--- src/rtl/serial_adder_ctrl.sv ---
// serial_adder_ctrl: bit-serial ADD / SUB / EQ sequencer built around one
// full-adder slice and a carry flop, processing operands LSB first.
// Optional feature macro: SERIAL_ADDER_CTRL_OVF_EN adds the signed-overflow
// output ovf (carry into MSB xor carry out of MSB, captured for ADD/SUB).
module serial_adder_ctrl #(
  parameter int WIDTH = 5,
  parameter int CNT_W = 3
) (
  input  logic             clk,
  input  logic             reset,
  input  logic             start,
  input  logic [1:0]       op,
  input  logic [WIDTH-1:0] a,
  input  logic [WIDTH-1:0] b,
  output logic             busy,
  output logic             done,
  output logic [WIDTH-1:0] s,
  output logic             carry,
  output logic             eq
`ifdef SERIAL_ADDER_CTRL_OVF_EN
  ,
  output logic             ovf
`endif
);

  localparam logic [1:0] OP_SUB = 2'b01;
  localparam logic [1:0] OP_EQ  = 2'b10;
  localparam logic [CNT_W-1:0] LAST_BIT = CNT_W'(WIDTH - 1);

  typedef enum logic [1:0] {
    IDLE = 2'b00,
    RUN  = 2'b01,
    DONE = 2'b10
  } state_t;

  state_t           state;
  state_t           state_nx;
  logic [WIDTH-1:0] sh_a;
  logic [WIDTH-1:0] sh_b;
  logic [WIDTH-2:0] acc;
  logic [1:0]       op_q;
  logic             cy;
  logic [CNT_W-1:0] cnt;

  logic             is_eq;
  logic             sum_bit;
  logic             maj_bit;
  logic             last_bit;
  logic [WIDTH-1:0] res_full;

  // Bit-slice: one full adder on the LSBs of the shift registers.
  always_comb begin
    is_eq    = (op_q == OP_EQ);
    last_bit = (cnt == LAST_BIT);
    maj_bit  = (sh_a[0] & sh_b[0]) | (sh_a[0] & cy) | (sh_b[0] & cy);
    if (is_eq) begin
      sum_bit = sh_a[0] ^ sh_b[0];
    end else begin
      sum_bit = sh_a[0] ^ sh_b[0] ^ cy;
    end
    // New sum bit enters at the MSB so the first bit ends up at bit 0.
    res_full = {sum_bit, acc};
  end

  // State register.
  always_ff @(posedge clk) begin
    if (reset) begin
      state <= IDLE;
    end else begin
      state <= state_nx;
    end
  end

  // Next-state logic: IDLE -> RUN on start, RUN for WIDTH bits, one DONE cycle.
  always_comb begin
    state_nx = state;
    case (state)
      IDLE: begin
        if (start) begin
          state_nx = RUN;
        end else begin
          state_nx = IDLE;
        end
      end
      RUN: begin
        if (last_bit) begin
          state_nx = DONE;
        end else begin
          state_nx = RUN;
        end
      end
      DONE:    state_nx = IDLE;
      default: state_nx = IDLE;
    endcase
  end

  // Handshake outputs decoded from the state flops.
  always_comb begin
    busy = 1'b0;
    done = 1'b0;
    case (state)
      IDLE: begin
        busy = 1'b0;
        done = 1'b0;
      end
      RUN: begin
        busy = 1'b1;
        done = 1'b0;
      end
      DONE: begin
        busy = 1'b1;
        done = 1'b1;
      end
      default: begin
        busy = 1'b0;
        done = 1'b0;
      end
    endcase
  end

  // Operand shift registers, carry flop, counter and result capture.
  always_ff @(posedge clk) begin
    if (reset) begin
      sh_a  <= '0;
      sh_b  <= '0;
      acc   <= '0;
      op_q  <= 2'b00;
      cy    <= 1'b0;
      cnt   <= '0;
      s     <= '0;
      carry <= 1'b0;
      eq    <= 1'b0;
`ifdef SERIAL_ADDER_CTRL_OVF_EN
      ovf   <= 1'b0;
`endif
    end else begin
      case (state)
        IDLE: begin
          if (start) begin
            sh_a <= a;
            // SUB is a + ~b + 1: invert b here, the +1 comes from the carry preset.
            sh_b <= (op == OP_SUB) ? ~b : b;
            op_q <= op;
            cy   <= (op == OP_SUB);
            cnt  <= '0;
            acc  <= '0;
          end
        end
        RUN: begin
          sh_a <= sh_a >> 1;
          sh_b <= sh_b >> 1;
          acc  <= res_full[WIDTH-1:1];
          cnt  <= cnt + CNT_W'(1);
          if (!is_eq) begin
            cy <= maj_bit;
          end
          if (last_bit) begin
            s     <= res_full;
            carry <= is_eq ? 1'b0 : maj_bit;
            // Equality for EQ (a^b == 0), zero flag for ADD/SUB.
            eq    <= (res_full == '0);
`ifdef SERIAL_ADDER_CTRL_OVF_EN
            ovf   <= (!is_eq) & (cy ^ maj_bit);
`endif
          end
        end
        default: begin
        end
      endcase
    end
  end

endmodule

--- config.mk ---
export PLATFORM = sky130hd
export DESIGN_NAME = serial_adder_ctrl
export DESIGN_NICKNAME = d
export VERILOG_FILES = /design/src/rtl/serial_adder_ctrl.sv
export SDC_FILE = /design/constraint.sdc
export NUM_CORES = 1
export LEC_CHECK = 0
export BUFFER_PORTS_ARGS = -buffer_cell sky130_fd_sc_hd__buf_4
export CORE_MARGIN = 2
export CORE_UTILIZATION = 50
export CTS_BUF_LIST = sky130_fd_sc_hd__clkbuf_4 sky130_fd_sc_hd__clkbuf_8
export CTS_CLUSTER_DIAMETER = 80
export DETAILED_ROUTE_END_ITERATION = 16
export PLACE_DENSITY = 0.83
export SYNTH_ARGS = -nofsm -noshare
export SYNTH_HDL_FRONTEND = slang
export SYNTH_SLANG_ARGS = --single-unit
--- constraint.sdc ---
create_clock -name clk -period 2.51 [get_ports clk]
set_clock_uncertainty 0.2 [all_clocks]
set_input_delay 0.1255 -clock clk [delete_from_list [all_inputs] [get_ports clk]]
set_output_delay 0.1255 -clock clk [all_outputs]
set_load 0.1 [all_outputs]
==> out/results.ini <==
[run_status]
status = finished clean

[sta]
fin_tns_setup_ns = 0
hold_slack_ns = 0.00428
setup_viol_count_final = 0
timing_hold_violations_final = 0
rsz0062_at_grt = no
slew_headroom = 0.527
max_freq_ghz = 0.429
slew_viol_final = 0
period_needed_ns = 2.33
fin_crit_sh = 0.929
worst_pin_slew_ns = 0.709

[logic_synthesis]
ys_seq_elements = 29
synthDistinctLibCells = 28
synthesis.area_um2 = 1350
syn_inst = 165
yosys_most_used_dff = dfxtp_1
yosysWarnings = 0
yosysTopAreaCell = dfxtp_1
synth_edf_count = 0
synth_seq_area_share = 0.431
syn-num-nets = 187
synth.avg_cell_area_um2 = 8.17
synthTopCellsByArea = dfxtp_1 (43%), a21oi_1 (8.9%), nand2_1 (7.0%)
async_flop_share = 0
synth_top_area_frac = 0.431

[drt]
vias = 1258
wire_per_inst_um = 14.2
final_antenna_net_count = 0
via_per_inst = 5.35
drt_wl_total_um = 3330
drcViolationCount = 0
dr.first_iter.drc_count = 30
firstDrtPassIters = 6

[finish]
antenna_cells = 0
fin_nets = 227
area_growth_pct = 31.3
drive_gt1_frac = 0.185

[worst_setup_path]
path_cells = inv_1 -> ha_2 -> nand3_1 -> dlygate4sd3_1 -> a21oi_1 -> dlygate4sd3_1
critical_path.max_stage_delay_ns = 0.60
cp.required_ns = 2.58
path_buf_inv = 3
slowest_stage = dlygate4sd3_1
endpoint_kind = register
critical_path.max_fanout = 6
r2r_slack_ns = 0.18
rr_worst_depth = 6
path_delay_family = buffers and inverters
r2r_end = op_q[0]$_SDFFE_PP0P_
path_common_cell = dlygate4sd3_1
crit_start = state[1]$_SDFF_PP0_
arrival_ns = 2.41
worstSetupPathType = reg -> reg
crit-reg2reg-launch = state[1]$_SDFF_PP0_
startpoint_type = register

[die]
dieWidth_um = 55.9
core.rowCount = 18
chipHeight_um = 55.9
ioPinCount = 24
fp.coreArea_um2 = 2520
fp.dieArea_um2 = 3130
start_util = 0.534

[clocking]
cts.sinks = 29
insertion_delay_ns = 0.33
numCtsBuffers = 5
cts.clk_slew.worst_paths_ns = 0.08
cts_tree = done
clockBufferDepth = 2
h-tree-depth = 2
cts_root_buf = clkbuf_4
post_cts_buffers = 0

[power_and_ir_drop]
pwr-share-seq = 0.505
combPwrFrac = 0.189
p_sw_frac = 0.280
p_int_uw = 705
leakagePower_nw = 0.709
powerDensity_nw_per_um2 = 554
ir_drop_mv = 0.469
clockPowerShare = 0.305
power_switching_uw = 275

[global_routing]
grt_overflow = 0
grt.total_usage = 0.218
grt_max_degree = 30
grt_pass1_wl_um = 5340
antenna_found_initial = 0
grt_pass1_vias = 1220

[job]
cap_viol_max_count = 0

[min_path]
hold_class = in -> reg
holdPathStages = 4
hp-start = start
min_to = acc[3]$_SDFFE_PP0P_

[placed_design]
dp_hpwl_um = 1990
port_buffers = 23
gp_congestion = 0.756

==> synth_stat cells, drive strengths merged (3+ instances only) <==
master  count
ha          6
nor2       14
nor2b       3
o21ai       7
a22oi       3
xor2        5
mux2i       5
dfxtp      29
inv        12
nand2      25
buf         6
a21oi      25
nand3       9
a211oi      4
clkbuf      3
==> cell usage in the layout (no fill, tap or decap), drive strengths merged <==
cell	count
nor2b	3
ha	6
nor2	14
mux2i	5
o21ai	7
nand2b	2
nand2	25
fa	1
or3	1
a21oi	25
buf	26
a311oi	1
xor2	5
nor3	2
inv	12
or4	1
dfxtp	29
nand3b	1
a22oi	3
nand3	9
dlygate4sd3	16
a211oi	4
clkbuf	7
==> power groups by stage <==
| stage | clock network (mW) | registers (mW) | logic [mW] |
|---|---|---|---|
| finish | 0.299 | 0.495 | 0.186 |
| global route | 0.327 | 0.497 | 0.200 |
| CTS | 0.298 | 0.494 | 0.171 |
| detailed placement | 0 | 0.505 | 0.151 |
| global placement | 0 | 0.503 | 0.146 |
| floorplan | 0 | 0.501 | 0.110 |
==> worst max-delay path by stage <==
stage	to	slack (ns)	cells past startpoint
after floorplan	eq$_SDFFE_PP0P_	0.76	5
after CTS	sh_a[4]$_SDFFE_PP0P_	0.11	8
after detailed placement	sh_b[0]$_SDFFE_PP0P_	0.57	8
after global routing	sh_a[4]$_SDFFE_PP0P_	0.06	8
final	op_q[0]$_SDFFE_PP0P_	0.18	6
after global placement	sh_b[0]$_SDFFE_PP0P_	0.59	7
==> state kept, by name, summed over array words and instances (netlist names), 2 cells and up <==
name   cells
s          5
acc        4
cnt        3
state      2
sh_b       5
op_q       2
sh_a       5
==> cells by family after synthesis <==
group                      after synthesis  synth area share
AOI/OAI and AO/OA                       40             0.170
xor gates and xnor gates                 5            0.0325
adders and majority gates                7            0.0706
buffers and inverters                   21            0.0641
DFF                                     29             0.431
muxes                                    5            0.0399
and+or+nand+nor                         58             0.192
==> area by class of cell <==
class	count	area, um^2
Clock buffer	7	58.8
Multi-Input combinational cell	115	692
Timing Repair Buffer	42	355
Tap cell	30	37.5
Sequential cell	29	581
Inverter	12	45.0
Fill cell	200	753
==> stage by stage <==
stage | instance area [um^2] | utilization | power (mW) | setup WS [ns] | cells
3_5_place_dp | 1540 | 0.610 | 0.656 | 0.571 | 212
2_1_floorplan | 1350 | - | 0.611 | 0.761 | 165
4_1_cts | 1760 | 0.697 | 0.963 | 0.112 | 235
3_3_place_gp | 1540 | 0.610 | 0.649 | 0.587 | 212
5_1_grt | 1770 | 0.701 | 1.03 | 0.0580 | 235
6_report | 1770 | 0.701 | 0.980 | 0.178 | 235
==> per-layer routing <==
layer	vias to the layer above	share of wire	GRT usage
met1	579	0.43	0.265
met4	0	0.027	0.0748
met2	40	0.49	0.367
met5	-	0	0
met3	9	0.056	0.0674
li1	630	-	-
==> what timing repair did <==
action / CTS / global route
endpoints found under the hold margin: 23 / 0
hold buffers: 16 / 0
endpoints found under the setup margin: 0 / 3
gates resized for setup: 0 / 2
==> worst reg2reg max path, cell delays in order, from the launching register on <==
cell           delay, ns
dfxtp_1             0.32
inv_1               0.07
ha_2                0.28
nand3_1             0.12
dlygate4sd3_1       0.60
a21oi_1             0.12
dlygate4sd3_1       0.56
(Power assumes the default switching activity.)
